<file path="src/rtl/rr_timeout_arbiter.sv">
// rr_timeout_arbiter: round-robin crossbar arbiter with a
// per-port hold timeout loaded from header flit lengths.
module rr_timeout_arbiter #(
    parameter int NPORTS     = 5,
    parameter int LEN_W      = 12,
    parameter int FLIT_ID_W  = 3,
    parameter int HEADER_ID  = 1,
    parameter int TIMEOUT_EN = 1,
    localparam int IDX_W =
        (NPORTS > 1) ? $clog2(NPORTS) : 1
) (
    input  logic                        clk,
    input  logic                        rst,
    input  logic [NPORTS-1:0]           req,
    input  logic [NPORTS*FLIT_ID_W-1:0] flit_id,
    input  logic [NPORTS*LEN_W-1:0]     length,
    output logic [NPORTS-1:0]           grant,
    output logic                        grant_valid,
    output logic [IDX_W-1:0]            grant_idx,
    output logic [NPORTS-1:0]           timeout_evt
);

    logic              own_q, own_d;
    logic [IDX_W-1:0]  idx_q, idx_d;
    logic [IDX_W-1:0]  ptr_q, ptr_d;
    logic [NPORTS-1:0] evt_q, evt_d;
    logic [NPORTS-1:0] expired;

    logic              own_exp;
    logic              hold;
    logic              found;
    logic [IDX_W-1:0]  pick;
    logic [IDX_W:0]    cand;

    if (TIMEOUT_EN != 0) begin : g_to
        localparam int CMP_W = LEN_W + 1;
        localparam logic [LEN_W-1:0] CNT_MAX = '1;

        logic [LEN_W-1:0] limit_q [NPORTS];
        logic [LEN_W-1:0] count_q [NPORTS];

        // Latch the hold limit from every header flit.
        always_ff @(posedge clk or posedge rst) begin
            if (rst) begin
                for (int i = 0; i < NPORTS; i++)
                    limit_q[i] <= '0;
            end else begin
                for (int i = 0; i < NPORTS; i++)
                    if (flit_id[i*FLIT_ID_W +: FLIT_ID_W]
                        == FLIT_ID_W'(HEADER_ID))
                        limit_q[i] <= length[i*LEN_W +: LEN_W];
            end
        end

        // Count granted cycles, saturating; clear when not granted.
        always_ff @(posedge clk or posedge rst) begin
            if (rst) begin
                for (int i = 0; i < NPORTS; i++)
                    count_q[i] <= '0;
            end else begin
                for (int i = 0; i < NPORTS; i++)
                    if (!grant[i])
                        count_q[i] <= '0;
                    else if (count_q[i] != CNT_MAX)
                        count_q[i] <= count_q[i] + LEN_W'(1);
            end
        end

        // Owner expires on the cycle that reaches its limit.
        always_comb begin
            expired = '0;
            for (int i = 0; i < NPORTS; i++)
                expired[i] = grant[i]
                    && (limit_q[i] != '0)
                    && ((CMP_W'(count_q[i]) + CMP_W'(1))
                        >= CMP_W'(limit_q[i]));
        end
    end else begin : g_no_to
        assign expired = '0;
    end

    // State register: owner, last-owner pointer, timeout pulse.
    always_ff @(posedge clk or posedge rst) begin
        if (rst) begin
            own_q <= 1'b0;
            idx_q <= '0;
            ptr_q <= IDX_W'(NPORTS - 1);
            evt_q <= '0;
        end else begin
            own_q <= own_d;
            idx_q <= idx_d;
            ptr_q <= ptr_d;
            evt_q <= evt_d;
        end
    end

    // Next state: hold the owner or search from ptr_q+1.
    always_comb begin
        own_exp = own_q && expired[idx_q];
        hold    = own_q && req[idx_q] && !own_exp;
        found   = 1'b0;
        pick    = '0;
        cand    = '0;
        for (int k = 1; k <= NPORTS; k++) begin
            cand = {1'b0, ptr_q} + (IDX_W+1)'(k);
            if (cand >= (IDX_W+1)'(NPORTS))
                cand = cand - (IDX_W+1)'(NPORTS);
            if (!found && req[cand[IDX_W-1:0]]
                && !(own_exp
                     && cand[IDX_W-1:0] == idx_q)) begin
                found = 1'b1;
                pick  = cand[IDX_W-1:0];
            end
        end
        own_d = own_q;
        idx_d = idx_q;
        ptr_d = ptr_q;
        evt_d = '0;
        if (!hold) begin
            if (own_exp)
                evt_d = NPORTS'(1) << idx_q;
            own_d = found;
            idx_d = found ? pick : '0;
            ptr_d = found ? pick : ptr_q;
        end
    end

    // Outputs decoded from registered state only.
    always_comb begin
        grant = '0;
        if (own_q)
            grant[idx_q] = 1'b1;
        grant_valid = own_q;
        grant_idx   = idx_q;
        timeout_evt = evt_q;
    end

endmodule

</file>
<file path="config.mk">
export PLATFORM = sky130hd
export DESIGN_NAME = rr_timeout_arbiter
export DESIGN_NICKNAME = d
export VERILOG_FILES = /design/src/rtl/rr_timeout_arbiter.sv
export SDC_FILE = /design/constraint.sdc
export NUM_CORES = 1
export LEC_CHECK = 0
export CAP_MARGIN = 20
export CORE_UTILIZATION = 35
export CTS_BUF_LIST = sky130_fd_sc_hd__clkbuf_2 sky130_fd_sc_hd__clkbuf_4 sky130_fd_sc_hd__clkbuf_8
export CTS_CLUSTER_DIAMETER = 50
export DETAILED_ROUTE_END_ITERATION = 12
export GPL_TIMING_DRIVEN = 0
export HOLD_SLACK_MARGIN = 0.12
export PLACE_DENSITY = 0.53
export SYNTH_ARGS = -nofsm -noshare
export SYNTH_HDL_FRONTEND = slang
export SYNTH_SLANG_ARGS = --single-unit
</file>
<file path="constraint.sdc">
create_clock -name clk -period 4.5 [get_ports clk]
set_input_delay 0.9 -clock clk [delete_from_list [all_inputs] [get_ports clk]]
set_output_delay 0.9 -clock clk [all_outputs]
set_load 0.005 [all_outputs]
</file>
==> results of run 1 <==
flip-flops by register name, indices dropped and copies added (netlist names):
signal / flops
g_to.count_q: 60
g_to.limit_q: 60
timeout_evt: 5
grant_idx: 3
ptr_q: 3
grant_valid: 1
kinds of logic after synthesis:
| kind of cell | after synthesis | synth area share |
|---|---|---|
| buffers and inverters | 140 | 0.06101 |
| adder cells (fa/ha/maj) | 77 | 0.1101 |
| XOR/XNOR | 72 | 0.07307 |
| multiplexers | 22 | 0.02866 |
| AND/OR/NAND/NOR | 326 | 0.1957 |
| AO/OA/AOI/OAI | 217 | 0.1568 |
| flip-flops | 132 | 0.3747 |
worst min-delay path, delay by kind of cell, from the launching register on:
kind,cells,cell delay [ns]
flops,1,0.41
simple gates,1,0.07
compound gates,1,0.05
Yosys cell counts, types with 7 or more instances:
cell	number
xnor2_1	41
nor3b_1	9
o21a_1	14
inv_1	111
nand2_1	96
nand4_1	23
nor4_1	17
clkbuf_1	21
nand2b_1	14
a21oi_1	55
and3_1	17
a21o_1	7
and2_1	12
nor2b_1	9
ha_1	76
nand3_1	32
mux2i_1	14
dfrtp_1	131
xor2_1	30
o21ai_0	75
nor2_1	54
nor3_1	10
routing by layer:
layer | vias to the layer above | global-route usage | share of wire
met1 | 3483 | 0.2300 | 0.47
met3 | 22 | 0.03461 | 0.042
met5 | - | 0 | 0
met2 | 138 | 0.2918 | 0.47
li1 | 3686 | - | -
met4 | 0 | 0.05274 | 0.017
power groups by stage:
stage / Sequential (mW) / Combinational, mW / Clock (mW)
after floorplan: 1.47 / 2.48 / 0
after global placement: 1.51 / 3.27 / 0
after detailed placement: 1.51 / 3.26 / 0
after CTS: 1.49 / 3.29 / 1.15
after global routing: 1.51 / 3.71 / 1.20
final: 1.49 / 3.35 / 1.12
worst paths after layout:
check | from | to | slack, ns
hold reg to reg | g_to.count_q[49] | g_to.count_q[49] | 0.57
min in group asynchronous | rst | g_to.limit_q[22] | 0.83
setup / recovery | g_to.count_q[36] | grant_idx[0] | 0.23
max in group asynchronous | rst | g_to.count_q[6] | 2.84
hold / removal | g_to.count_q[49] | g_to.count_q[49] | 0.57
setup reg to reg | g_to.count_q[36] | grant_idx[0] | 0.23
what timing repair did:
item / in CTS / in global routing
endpoints found under the setup margin: 0 / 4
hold buffers: 0 / 0
resized for setup: 0 / 6
through the flow:
stage	setup slack, ns	instances	utilization	hold slack (ns)
global placement	-2.170	1405	0.4147	0.5496
floorplan	0.07561	986	-	0.5105
detailed placement	0.2480	1406	0.4161	0.5577
CTS	0.1800	1438	0.4341	0.5714
global route	-0.03230	1438	0.4353	0.5970
finish	0.2279	1438	0.4353	0.5710
area by class of cell:
class	instances	area [sq um]	share of cell area
flip-flops and latches	132	3304	0.3094
clock inverters	13	180.2	0.01687
inverters	111	421.7	0.03948
repair buffers	96	978.4	0.09162
well taps	324	405.4	0.03796
plain buffers	29	121.4	0.01136
clock buffers	19	261.5	0.02449
multi-input cells	714	5006	0.4688
==> impl_metrics.json, run 1 <==
{
  "cts-htree-levels": 4,
  "final_area_sq_um": 10680,
  "floorplan.die_area_sq_um": 25830,
  "ys_ff_latch": 132,
  "power.net_switching_mw": 2.531,
  "crit_type": "reg -> reg",
  "cts_num_sinks": 132,
  "critical_path.top_delay_family": "simple AND/OR/NAND/NOR gates",
  "finalSetupTns_ns": 0,
  "clkLatencyLatePin_ns": 0.46,
  "drt-initial-drc-count": 339,
  "initial_core_util": 0.3594,
  "timing.max_cap.violations": 0,
  "min_period_ns": 4.272,
  "postSynth.topFlopCell": "dfrtp_1",
  "crit_arrival_ns": 4.61,
  "startpoint_type": "flop",
  "count_of_inserted_antenna_diode_cells": 0,
  "die_h_um": 160.7,
  "clkPwrFrac": 0.188,
  "p_sw_frac": 0.4250,
  "cellPowerDensity_nw_per_um2": 557.6,
  "synthDistinctLibCells": 83,
  "min_path_cells": 2,
  "synthDominantAreaCellType": "dfrtp_1",
  "hold_path.class": "reg -> reg",
  "total_routing_usage_gr": 0.1755,
  "drt-wirelength-per-cell_um": 15.18,
  "proportion_of_synthesized_flip_flops_having_asynchronous_set_or_reset": 1.000,
  "report.power.total_mw": 5.954,
  "min_period_over_period": 0.9494,
  "synth.area.top_cells": "dfrtp_1 37%, ha_1 11%, inv_1 4.7%",
  "number_of_enable_flip_flop_cells_after_synthesis": 0,
  "worst_ep_required_ns": 4.83,
  "critical_path_depth": 17,
  "routed_wirelength_um": 21820,
  "fmax_mhz": 234.1,
  "finalHoldViolations": 0,
  "crit_path_cell_trace": "ha_1 -> and2_1 -> and2_1 -> nand3_1 -> xor2_2 -> inv_1 -> ha_1 -> and4_1 -> nand4_1 -> a31oi_1 -> or4b_2 -> nand4_1 -> nor2_1 -> o311a_1 -> a211oi_2 -> a311oi_2 -> a21o_1",
  "first_global_vias": 7409,
  "synth.cell_area_sq_um": 8818,
  "mostFrequentLayoutCell": "dfrtp_1",
  "netlist.area_leader.share": 0.3717,
  "remaining_antenna_violation_count": 0,
  "critical_path.max_stage_delay_ns": 0.75,
  "share_of_final_layout_standard_cells_stronger_than_drive_strength_1": 0.06822,
  "layout-area-overhead-vs-synth_pct": 21.10,
  "maximum_number_of_pins_on_one_net_before_global_route_repair": 91,
  "critPathCaptureType": "flop",
  "worstPathBufferInverterCount": 1,
  "detail_route.first_pass.iterations": 5,
  "detailedPlacementHpwl_um": 16680,
  "most_frequent_cells_in_the_layout": "131 x dfrtp_1, 110 x inv_1, 96 x nand2_1, 95 x clkdlybuf4s50_1, 76 x ha_1",
  "status": "completed",
  "antenna_found_initial": 0,
  "route.detailed.vias_per_inst": 5.097,
  "post_synthesis_net_count": 1145,
  "core_area_sq_um": 24530,
  "synth_warnings": 0,
  "clock_tree.root_cell": "clkbuf_8",
  "synth_sequential_area_ratio": 0.3747,
  "die_width_um": 160.7,
  "via_count": 7329,
  "worst_clock_skew_ns": 0.01897,
  "largest_fanout_on_the_critical_path": 5,
  "timing_worst_slew_pin_value_ns": 0.7305,
  "ios": 96,
  "netlist_instances": 986,
  "critical_path.slowest_cell": "or4b_2",
  "grt_pass1_wl_um": 36350,
  "worst_slew_margin_rel": 0.5097,
  "final_max_slew_viol_count": 0,
  "finalSetupViolCount": 0,
  "post_dp_cell_area_sq_um": 10210,
  "clk_transition_reported_paths_ns": 0.08,
  "nFillCells": 2472,
  "combPwrFrac": 0.562,
  "remaining_drc_errors": 0,
  "gp_routability_congestion": 0.8525,
  "tritoncts": "yes",
  "row_count": 57,
  "internal_power_mw": 3.423,
  "p_leak_nw": 4.976,
  "syn_area_per_cell_sq_um": 8.944,
  "place.port_buffers": 95,
  "final_nets": 1260,
  "worst_ir_drop_vdd_v": 0.0002645,
  "postCtsSetupBuffers": 0,
  "power_frac_seq": 0.250,
  "rr_worst_depth": 17,
  "cts.path.max_buffers": 2,
  "cts-buffers-inserted": 17,
  "global_route.overflow_total": 0
}
Power figures use the tool's default switching activity.
==> run 2: changes to the inputs <==
--- a/config.mk
+++ b/config.mk
@@ -12,7 +12,7 @@
 export DETAILED_ROUTE_END_ITERATION = 12
 export GPL_TIMING_DRIVEN = 0
 export HOLD_SLACK_MARGIN = 0.12
-export PLACE_DENSITY = 0.53
+export PLACE_DENSITY = 0.51
 export SYNTH_ARGS = -nofsm -noshare
 export SYNTH_HDL_FRONTEND = slang
 export SYNTH_SLANG_ARGS = --single-unit
==> constraint.sdc (replaced) <==
create_clock -name clk -period 4.2 [get_ports clk]
set_input_delay 0.84 -clock clk [delete_from_list [all_inputs] [get_ports clk]]
set_output_delay 0.84 -clock clk [all_outputs]
set_load 0.005 [all_outputs]
==> run 2 against run 1 <==
Combinational power rose by 12%. Non-clock buffer count rose by 6. Power rose by 10%. Cell area rose by 1.5%. Critical path depth did not move. Worst hold slack got worse by 0.012 ns. Global-route usage rose by 0.69 points. Critical path type unchanged. Sequential share of layout area fell by 0.44 points. Count of clock-buffer cells in the layout did not move. Clock skew fell by 0.0023 ns. Sequential power rose by 7%. Die area did not move.
==> impl_metrics.json, run 2 (same netlist as run 1, synthesis figures left out) <==
{
  "clkLatencyLatePin_ns": 0.46,
  "critPathCaptureType": "flop",
  "timing_worst_slew_pin_value_ns": 0.6799,
  "layout-area-overhead-vs-synth_pct": 22.93,
  "crit_arrival_ns": 4.40,
  "die_h_um": 160.7,
  "length_of_routed_met2_wiring_um": 10630,
  "drt-initial-drc-count": 358,
  "finalHoldViolations": 0,
  "status": "completed",
  "layout.core_utilization": 0.4419,
  "mostFrequentLayoutCell": "dfrtp_1",
  "drt-met1-wl_um": 10840,
  "final_nets": 1266,
  "hold_ws_ns": 0.5587,
  "highest_metal_layer_with_signal_wires": "met4",
  "finalNonFillerCells": 1443,
  "cts_num_sinks": 132,
  "ios": 96,
  "grt_pass1_wl_um": 37690,
  "routed_wirelength_um": 22570,
  "worst_ep_required_ns": 4.54,
  "share_of_final_layout_standard_cells_stronger_than_drive_strength_1": 0.08579,
  "most_frequent_cells_in_the_layout": "129 x dfrtp_1, 109 x inv_1, 96 x nand2_1, 95 x clkdlybuf4s50_1, 75 x ha_1",
  "worst_clock_skew_ns": 0.01671,
  "largest_fanout_on_the_critical_path": 4,
  "gp_routability_congestion": 0.8567,
  "clock_tree.root_cell": "clkbuf_8",
  "final_max_slew_viol_count": 0,
  "floorplan.die_area_sq_um": 25830,
  "cts-htree-levels": 4,
  "hold_path.class": "reg -> reg",
  "min_period_over_period": 0.9646,
  "startpoint_type": "flop",
  "fmax_mhz": 246.8,
  "worst_slew_margin_rel": 0.5457,
  "register_area_sq_um": 3307,
  "area_taken_by_multi_input_logic_gates_sq_um": 5106,
  "first_global_vias": 7470,
  "place.port_buffers": 95,
  "cts-buffers-inserted": 17,
  "total_routing_usage_gr": 0.1824,
  "maximum_number_of_pins_on_one_net_before_global_route_repair": 39,
  "wl_met3_um": 871,
  "antenna_found_initial": 0,
  "detailedPlacementHpwl_um": 17270,
  "remaining_drc_errors": 0,
  "initial_core_util": 0.3594,
  "crit_type": "reg -> reg",
  "die_width_um": 160.7,
  "min_period_ns": 4.051,
  "nFillCells": 2478,
  "global_route.overflow_total": 0,
  "p_leak_nw": 5.000,
  "detail_route.first_pass.iterations": 4,
  "route.detailed.vias_per_inst": 5.049,
  "clk_transition_reported_paths_ns": 0.09,
  "row_count": 57,
  "count_of_inserted_antenna_diode_cells": 0,
  "drt-wirelength-per-cell_um": 15.64,
  "core_area_sq_um": 24530,
  "tritoncts": "yes",
  "worst_ir_drop_vdd_v": 0.0002695,
  "cts.path.max_buffers": 2,
  "place.detailed.instances": 1408,
  "finalSetupViolCount": 0,
  "report.power.total_mw": 6.554,
  "via_count": 7286,
  "remaining_antenna_violation_count": 0,
  "cellPowerDensity_nw_per_um2": 604.6,
  "timing.max_cap.violations": 0
}
==> run 2: cell count changes in the layout (fill, tap and decap cells not counted), moves of 2 or more <==
cell        delta
buf_4          +4
nor2_2         +2
clkinvlp_4     +3
clkbuf_4       +2
a2111oi_0      -2
dfrtp_1        -2
nor2_1         -2
dfrtp_2        +2
buf_12         +3
clkinv_2       -2
==> run 2: per-stage QoR <==
stage / setup WS, ns / instance area [sq um] / TNS [ns]
after floorplan: 0.5045 / 8822 / 0
after global placement: -0.1989 / 10180 / -0.5136
after detailed placement: -0.1395 / 10240 / -0.3124
after CTS: 0.06520 / 10700 / 0
after global routing: -0.02455 / 10840 / -0.04159
final: 0.1488 / 10840 / 0
==> run 2: where the power goes <==
| part | internal [mW] | switching, mW |
|---|---|---|
| clock network | 0.667 | 0.540 |
| registers | 1.45 | 0.154 |
| logic | 1.62 | 2.13 |
| total | 3.73 | 2.82 |
==> run 2: worst paths after layout <==
kind / depth (start not counted) / startpoint / end / slack, ns
worst min register to register: 2 / g_to.count_q[49] / g_to.count_q[49] / 0.56
worst max-delay path: 17 / g_to.count_q[40] / grant_idx[0] / 0.15
worst min-delay path: 2 / g_to.count_q[49] / g_to.count_q[49] / 0.56
min in group asynchronous: 2 / rst / g_to.limit_q[15] / 0.79
max in group asynchronous: 4 / rst / g_to.count_q[36] / 2.52
worst max register to register: 17 / g_to.count_q[40] / grant_idx[0] / 0.15
==> run 2: cell type report <==
type | count | share of cell area
inverter | 111 | 0.03913
clock buffer | 19 | 0.02355
sequential | 132 | 0.3051
multi-input combinational | 714 | 0.4710
timing repair buffer | 102 | 0.09603
buffer | 29 | 0.01143
clock inverter | 12 | 0.01639
tap | 324 | 0.03740
==> run 2: routing by layer <==
layer	GRT usage	up-vias
met2	0.3048	128
met4	0.04245	0
li1	-	3683
met1	0.2420	3457
met3	0.03667	18
met5	0	-
==> run 2: critical path, stage by stage, from the launching register on <==
cell       delay, ns
dfrtp_1         0.39
and3_1          0.23
and3_1          0.21
and2_1          0.19
nand2_1         0.11
xor2_2          0.17
inv_1           0.07
ha_1            0.28
o21a_1          0.19
o2111ai_1       0.18
a31oi_1         0.09
or4b_4          0.53
nand4_1         0.22
nor2_2          0.08
o311a_1         0.35
a211oi_2        0.30
a311oi_2        0.17
a21o_1          0.18
==> run 2: what timing repair did <==
item                                   4_1_cts  5_1_grt
hold buffers                                 0        0
resized for setup                            5       25
pin swaps                                    2        9
gates cloned                                 0        0
setup endpoints to repair                    5        6
endpoints found under the hold margin        0        0
buffers inserted                             0        4
==> run 3: changes to the inputs <==
--- a/config.mk
+++ b/config.mk
@@ -12,7 +12,7 @@
 export DETAILED_ROUTE_END_ITERATION = 12
 export GPL_TIMING_DRIVEN = 0
 export HOLD_SLACK_MARGIN = 0.12
-export PLACE_DENSITY = 0.51
+export PLACE_DENSITY = 0.53
 export SYNTH_ARGS = -nofsm -noshare
 export SYNTH_HDL_FRONTEND = slang
 export SYNTH_SLANG_ARGS = --single-unit
==> constraint.sdc (replaced) <==
create_clock -name clk -period 3.71 [get_ports clk]
set_input_delay 0.742 -clock clk [delete_from_list [all_inputs] [get_ports clk]]
set_output_delay 0.742 -clock clk [all_outputs]
set_load 0.005 [all_outputs]
==> run 3 against run 2 <==
The run now ends with negative setup slack left. Setup slack got worse by 0.29 ns. Worst hold slack gained 0.0040 ns. Flip-flop and latch count is the same. Power grew 25%. Global-route usage grew 0.89 points. Clock power rose by 5%. Critical path type unchanged. Largest cell class unchanged.
==> impl_metrics.json, run 3 (same netlist as run 1, synthesis figures left out) <==
{
  "status": "finished with violations",
  "failed_checks": "negative setup slack",
  "most_frequent_cells_in_the_layout": "126 x dfrtp_1, 104 x inv_1, 95 x clkdlybuf4s50_1, 94 x nand2_1, 73 x o21ai_0",
  "final_nets": 1324,
  "detail_route.first_pass.iterations": 4,
  "via_count": 7616,
  "clock_tree.root_cell": "clkbuf_8",
  "cts.path.max_buffers": 2,
  "startpoint_type": "flop",
  "timing.max_cap.violations": 0,
  "finalWorstSetupSlack_ns": -0.1379,
  "remaining_antenna_violation_count": 0,
  "die_width_um": 160.7,
  "hold_path.class": "reg -> reg",
  "finalHoldViolations": 0,
  "gp_routability_congestion": 0.8651,
  "clk_transition_reported_paths_ns": 0.08,
  "post_dp_cell_area_sq_um": 10240,
  "timing_worst_slew_pin_value_ns": 0.7894,
  "route.detailed.vias_per_inst": 5.077,
  "worst_ep_required_ns": 4.04,
  "floorplan.die_area_sq_um": 25830,
  "initial_core_util": 0.3594,
  "layout-area-overhead-vs-synth_pct": 32.83,
  "critPathCaptureType": "flop",
  "worst_clock_skew_ns": 0.01369,
  "layout.core_utilization": 0.4775,
  "largest_fanout_on_the_critical_path": 3,
  "nFillCells": 2375,
  "crit_type": "reg -> reg",
  "min_period_over_period": 1.037,
  "finalSetupTns_ns": -0.6752,
  "drt-wirelength-per-cell_um": 15.82,
  "final_area_sq_um": 11710,
  "core_area_sq_um": 24530,
  "routed_wirelength_um": 23730,
  "ios": 96,
  "cellPowerDensity_nw_per_um2": 700.6,
  "grt_pass1_wl_um": 39600,
  "clkLatencyLatePin_ns": 0.45,
  "tritoncts": "yes",
  "die_h_um": 160.7,
  "crit_arrival_ns": 4.18,
  "final_max_slew_viol_count": 0,
  "share_of_final_layout_standard_cells_stronger_than_drive_strength_1": 0.1845,
  "fmax_mhz": 259.9,
  "global_route.overflow_total": 0,
  "cts_hold_buffers": 0,
  "mostFrequentLayoutCell": "dfrtp_1",
  "place.port_buffers": 95,
  "count_of_inserted_antenna_diode_cells": 0,
  "p_leak_nw": 5.342,
  "cts-buffers-inserted": 17,
  "total_routing_usage_gr": 0.1913,
  "worst_ir_drop_vdd_v": 0.0004398,
  "cts-htree-levels": 4,
  "min_period_ns": 3.848,
  "row_count": 57,
  "worst_slew_margin_rel": 0.4726,
  "grt_setup_unrepaired": "yes",
  "first_global_vias": 7940,
  "report.power.total_mw": 8.207,
  "detailedPlacementHpwl_um": 16950,
  "drt-initial-drc-count": 392,
  "remaining_drc_errors": 0,
  "antenna_found_initial": 0,
  "maximum_number_of_pins_on_one_net_before_global_route_repair": 36,
  "cts_num_sinks": 132,
  "finalSetupViolCount": 7
}
-- run 3: changes by cell type in the layout (fill, tap and decap cells not counted), sizes merged --
cell / previous run / this run
buf: 14 / 74
bufinv: 4 / 3
clkbuf: 41 / 40
clkinv: 2 / 5
clkinvlp: 6 / 4
inv: 111 / 109
-- run 3: worst paths after layout --
kind	start	endpoint	slack (ns)	depth (start not counted)
hold / removal	g_to.count_q[49]	g_to.count_q[49]	0.56	2
min in group asynchronous	rst	timeout_evt[0]	0.77	2
setup reg to reg	g_to.count_q[37]	grant_idx[0]	-0.14	18
hold reg to reg	g_to.count_q[49]	g_to.count_q[49]	0.56	2
max in group asynchronous	rst	g_to.count_q[45]	1.79	5
setup / recovery	g_to.count_q[37]	grant_idx[0]	-0.14	18
-- run 3: routing by layer --
| layer | track usage | routed length, um |
|---|---|---|
| met1 | 0.2480 | 11100 |
| met2 | 0.3235 | 11520 |
| met3 | 0.03900 | 825 |
| met4 | 0.05103 | 291 |
| met5 | 0 | 0 |
-- run 3: critical path, stage by stage, from the launching register on --
cell and delay (ns):
dfrtp_1 0.43, buf_6 0.14, and3_4 0.17, and2_4 0.17, nand2_4 0.08, xor2_4 0.17
inv_2 0.06, ha_4 0.21, o21a_1 0.18, o2111ai_2 0.21, a31oi_2 0.08, or4b_4 0.59
nand4_1 0.11, buf_4 0.12, nor2_1 0.04, o311a_1 0.31, a211oi_2 0.28, a311oi_2 0.17
a21o_1 0.19
-- run 3: per-stage QoR --
stage	worst slack, ns	hold WS (ns)	instances
global placement	-0.6544	0.5480	1405
global route	-0.2748	0.5847	1500
CTS	-0.1954	0.5648	1485
floorplan	0.01445	0.5105	986
finish	-0.1379	0.5627	1500
detailed placement	-0.6270	0.5526	1408
-- run 3: power breakdown --
| part | leakage, nW | switching, mW | internal, mW |
|---|---|---|---|
| Clock | 0.201 | 0.583 | 0.686 |
| Sequential | 1.71 | 0.156 | 1.64 |
| Combinational | 3.43 | 2.77 | 2.37 |
| Total | 5.34 | 3.51 | 4.69 |
-- run 3: cell type report --
cell class / instances / area, sq um / share of cell area
inverter: 111 / 424.2 / 0.03621
clock buffer: 20 / 262.8 / 0.02243
clock inverter: 10 / 133.9 / 0.01143
multi-input combinational: 714 / 5537 / 0.4727
sequential: 132 / 3311 / 0.2826
buffer: 28 / 121.4 / 0.01036
timing repair buffer: 161 / 1519 / 0.1297
tap: 324 / 405.4 / 0.03461
-- run 3: timing repair --
item,CTS,global route
setup endpoints to repair,7,12
gates resized for setup,67,50
setup buffers,47,16
pin swaps,25,26
